$ cat config.mk
export PLATFORM = sky130hd
export DESIGN_NAME = i2s_tdm_tx
export DESIGN_NICKNAME = d
export VERILOG_FILES = /design/src/rtl/i2s_tdm_tx.sv
export SDC_FILE = /design/constraint.sdc
export NUM_CORES = 1
export LEC_CHECK = 0
export ABC_AREA = 0
export CORE_ASPECT_RATIO = 1.5
export CORE_MARGIN = 5
export CORE_UTILIZATION = 58
export CTS_BUF_LIST = sky130_fd_sc_hd__clkbuf_8
export DETAILED_ROUTE_END_ITERATION = 6
export PLACE_DENSITY = 0.82
export SYNTH_ARGS = -nofsm -noshare
export SYNTH_HDL_FRONTEND = slang
export SYNTH_SLANG_ARGS = --single-unit
$ cat constraint.sdc
create_clock -name clk_i -period 4.8 [get_ports clk_i]
set_input_delay 1.2 -clock clk_i [delete_from_list [all_inputs] [get_ports clk_i]]
set_output_delay 1.2 -clock clk_i [all_outputs]
set_load 0.02 [all_outputs]
$ cat src/rtl/i2s_tdm_tx.sv
// i2s_tdm_tx: I2S / left-justified / TDM serial audio transmitter with an internal BCLK divider
// Ports: clk_i system clock; rst_ni async active-low reset; en_i enable; mode_i 0=Philips 1=LJ
//        s_data_i/s_valid_i/s_ready_o frame handshake (ch0 in MSBs); underrun_o 1-clk empty-load flag
//        aud_bclk_o bit clock; aud_lrclk_o LRCLK (stereo) or FS pulse (TDM); aud_sda_o serial data MSB first
module i2s_tdm_tx #(
  parameter int DATA_W   = 16,
  parameter int SLOT_W   = 16,
  parameter int NUM_CH   = 2,
  parameter int BCLK_DIV = 4
) (
  input  logic                     clk_i,
  input  logic                     rst_ni,
  input  logic                     en_i,
  input  logic                     mode_i,
  input  logic [NUM_CH*DATA_W-1:0] s_data_i,
  input  logic                     s_valid_i,
  output logic                     s_ready_o,
  output logic                     underrun_o,
  output logic                     aud_bclk_o,
  output logic                     aud_lrclk_o,
  output logic                     aud_sda_o
);
  localparam int FRAME_L = NUM_CH * SLOT_W;
  localparam int FW      = NUM_CH * DATA_W;
  localparam int P_W     = $clog2(FRAME_L);
  localparam int D_W     = $clog2(BCLK_DIV);
  localparam int I_W     = $clog2(FW);
  logic [D_W-1:0] div_cnt, div_n;
  logic [P_W-1:0] p, p_n;
  logic [I_W-1:0] idx;
  logic [FW-1:0]  hold, active, act_n;
  logic           run, mode_q, hold_full, fall, load, sda_n, lrclk_n, bclk_n;
  int             q, slot, b;
  assign s_ready_o = !hold_full;
  // run is low on the first enabled cycle, which is forced to be a fall event at p=0
  always_comb begin
    fall    = !run || div_cnt == D_W'(BCLK_DIV - 1);
    div_n   = fall ? '0 : div_cnt + 1'b1;
    p_n     = !run ? '0 : !fall ? p : (p == P_W'(FRAME_L - 1)) ? '0 : p + 1'b1;
    q       = mode_q ? int'(p_n) : (p_n == '0 ? FRAME_L - 1 : int'(p_n) - 1);
    slot    = q / SLOT_W;
    b       = q % SLOT_W;
    load    = fall && q == 0;
    act_n   = load ? (hold_full ? hold : '0) : active;
    idx     = b < DATA_W ? I_W'(FW - 1 - slot * DATA_W - b) : '0;
    sda_n   = b < DATA_W && act_n[idx];
    lrclk_n = NUM_CH == 2 ? p_n >= P_W'(SLOT_W) : p_n == '0;
    bclk_n  = div_n >= D_W'(BCLK_DIV / 2);
  end
  always_ff @(posedge clk_i or negedge rst_ni) begin
    if (!rst_ni) begin
      div_cnt     <= '0;
      p           <= '0;
      run         <= 1'b0;
      mode_q      <= 1'b0;
      hold        <= '0;
      hold_full   <= 1'b0;
      active      <= '0;
      underrun_o  <= 1'b0;
      aud_bclk_o  <= 1'b0;
      aud_lrclk_o <= 1'b0;
      aud_sda_o   <= 1'b0;
    end else begin
      if (s_valid_i && !hold_full) hold <= s_data_i;
      // a load always consumes the old contents; a transfer can only land in an empty buffer
      hold_full   <= (s_valid_i && !hold_full) || (hold_full && !(en_i && load));
      if (!en_i) mode_q <= mode_i;
      run         <= en_i;
      div_cnt     <= en_i ? div_n : '0;
      p           <= en_i ? p_n : '0;
      active      <= en_i ? act_n : '0;
      underrun_o  <= en_i && load && !hold_full;
      aud_bclk_o  <= en_i && bclk_n;
      aud_lrclk_o <= en_i && lrclk_n;
      aud_sda_o   <= en_i && sda_n;
    end
  end
endmodule

==> results.py <==
metrics = {
    "worst_hold_path": {
        "min_delay_path_depth": 1,
        "hp-class": "flip-flop to flip-flop",
        "holdPathEnd": "div_cnt[0]",
        "hp-start": "div_cnt[0]",
    },
    "critical_path": {
        "reg2reg_depth": 15,
        "ff2ff_setup_slack_ps": 630,
        "required_ps": 5040,
        "endpoint_kind": "flip-flop",
        "worstReg2RegEnd": "aud_sda_o",
        "reg2reg_from": "p[0]",
        "cp_max_fo": 13,
        "critPathBufInv": 1,
        "critical_path_arrival_ps": 4410,
        "path_delay_family": "compound AO/OA/AOI/OAI gates",
        "cp-start-kind": "flip-flop",
        "crit_path_frequent_cell": "ha_1",
        "cp_cell_sequence": "ha_1, and3_1, ha_1, nor2_1, a31oi_4, ha_1, xnor2_1, o31ai_1, nand4_4, nor2_1, buf_4, o21ai_0, a211oi_1, o22a_1, o32ai_2",
        "cpPeakStageDelay_ps": 620,
        "critPathKind": "flip-flop to flip-flop",
        "crit_path_top_delay_cell": "nor2_1",
    },
    "clock_network": {
        "clock_latency_ps": 360,
        "htreeDepth": 3,
        "cts-buffers-inserted": 9,
        "path_clk_slew_ps": 80,
        "post-cts-setup-buffers": 0,
        "cts-root-buf": "clkbuf_8",
        "cts_tree": "done",
        "postCtsResizedCells": 0,
        "ctsHoldBuffers": 0,
        "clockBufferDepth": 2,
        "clock-sinks": 78,
    },
    "synth": {
        "async_reset_ff_share_pct": 100,
        "synth_cells": 352,
        "yosys.area.top_type": "dfrtp_1",
        "synth_nets": 394,
        "synth_cell_types": 52,
        "synth_ff_type": "dfrtp_1",
        "yosysSeqAreaShare_pct": 52.2,
        "ys_seq_elements": 78,
        "synth_top_area_share_pct": 52.2,
        "synth.cell_area_mm2": 0.00374,
        "synth_edf_count": 0,
        "syn_area_per_cell_um2": 10.6,
        "synth.yosys.warnings": 0,
        "synth_area_leaders": "dfrtp_1, mux2_2, nand2_1",
    },
    "die": {
        "placeableCoreArea_mm2": 0.00622,
        "num_rows": 35,
        "die_x_um": 75.5,
        "start_util_pct": 60.1,
        "fp.dieH_um": 108,
        "dieArea_mm2": 0.00818,
        "pin_count": 42,
    },
    "sta": {
        "fmax_mhz": 240,
        "whs_ps": 446,
        "tightest_slew_ps": 1200,
        "slew_headroom_pct": 19.6,
        "post-route-min-period_ps": 4170,
        "setup_viol": 0,
        "drv_slew": 0,
        "fin_tns_setup_ps": 0,
        "hold_viol": 0,
        "fin_skew_ps": 8.45,
        "rsz0062_at_grt": "no",
        "min_period_over_period_pct": 86.9,
    },
    "layout": {
        "fin_util_pct": 69.7,
        "num_antenna_cells": 0,
        "layout_common_cells": "dfrtp_1, nand2_1, clkdlybuf4s50_1",
        "area_delta_synth_final_pct": 16.0,
        "final_nets": 428,
        "instances_no_fill": 465,
        "layout_commonest_cell": "dfrtp_1",
        "layout-drive-gt1-share_pct": 16.9,
        "n_fill_cell": 492,
    },
    "detailed_routing": {
        "drc_errors": 0,
        "num_vias": 2803,
        "drt_iter0_drc": 192,
        "firstDrtPassIters": 7,
        "routed_wl_um": 7940,
        "avgRoutedWirePerCell_um": 17.1,
        "final_antenna_net_count": 0,
        "via_per_inst": 6.03,
    },
    "grt": {
        "grt_remaining_overflow": 0,
        "grt_pass1_wl_um": 13700,
        "grt_antenna_before_repair": 0,
        "grt_pass1_vias": 2924,
        "grt_max_degree": 79,
        "grt_use_total_pct": 22.2,
    },
    "pwr": {
        "power.density_mw_per_mm2": 394,
        "ir_drop_v": 0.000349,
        "p_leak_nw": 1.83,
    },
    "status": {
        "outcome": "complete, no violations",
    },
    "place": {
        "dpl.hpwl_um": 5450,
        "dp_cells": 449,
        "place.port_buffers": 41,
        "gp_congestion": 0.894,
    },
    "flow_run": {
        "drv_cap": 0,
    },
}
## cell type report
class / instances / area (um2) / share of cell area, %
multi-input cells: 245 / 1650 / 38.2
clock inverters: 7 / 43.8 / 1.01
repair buffers: 46 / 445 / 10.3
flip-flops and latches: 78 / 1950 / 45.0
clock buffers: 9 / 124 / 2.86
inverters: 6 / 22.5 / 0.520
well taps: 74 / 92.6 / 2.14
## synth_stat cells, drive strengths merged, types with 2 or more instances
master and instances:
o31ai 2, and3b 2, a31oi 5, xnor2 4, a31o 3, and2 2, dfrtp 78, nor3 4
or3 2, nor2b 3, a311oi 2, nor3b 2, o221ai 2, clkbuf 13, nand3 20, and3 4
a211oi 3, nand2 42, mux2 35, ha 5, a21o 4, mux2i 2, nor2 32, nand4 3
a22oi 11, o21ai 6, a21oi 31, buf 10, inv 6
## routing by layer
metal	share of wire [%]	global-route usage, %	vias to the layer above
li1	-	-	1326
met1	39	27.0	1371
met2	53	36.2	79
met3	4.8	4.28	27
met4	3.5	11.9	0
met5	0	0	-
## per-stage QoR
| stage | setup WS [ps] | cell area [um2] | power (mW) |
|---|---|---|---|
| after floorplan | 1420 | 3740 | 1.16 |
| after global placement | 973 | 4170 | 1.28 |
| after detailed placement | 724 | 4170 | 1.30 |
| after CTS | 666 | 4330 | 1.72 |
| after global routing | 338 | 4330 | 1.81 |
| final | 630 | 4330 | 1.71 |
## flip-flops by register name, indices dropped and copies added, names as in the netlist
register and count:
hold_full 1, run 1, div_cnt 2, mode_q 1, active 32, aud_sda_o 1
aud_bclk_o 1, aud_lrclk_o 1, hold 32, p 5, underrun_o 1
## where the power goes
part / internal (mW) / switching [mW] / total (mW)
combinational: 0.206 / 0.148 / 0.353
clock: 0.184 / 0.244 / 0.428
sequential: 0.809 / 0.117 / 0.926
## how the worst max path moves through the flow
stage | start | to | slack (ps) | cells after the start
final | p[0] | aud_sda_o | 630 | 15
after global routing | p[0] | aud_sda_o | 340 | 15
after CTS | p[0] | aud_sda_o | 670 | 15
after detailed placement | p[0] | aud_sda_o | 720 | 15
after global placement | p[0] | aud_sda_o | 970 | 15
after floorplan | p[0] | aud_sda_o | 1420 | 15
## kinds of logic after synthesis
family | share of synthesized area [%]
AND/OR/NAND/NOR | 15.0
flip-flops | 52.2
XOR/XNOR | 0.938
buffers and inverters | 3.55
AO/OA/AOI/OAI | 14.8
multiplexers | 11.8
adder cells (fa/ha/maj) | 1.67
(Power assumes the default switching activity.)
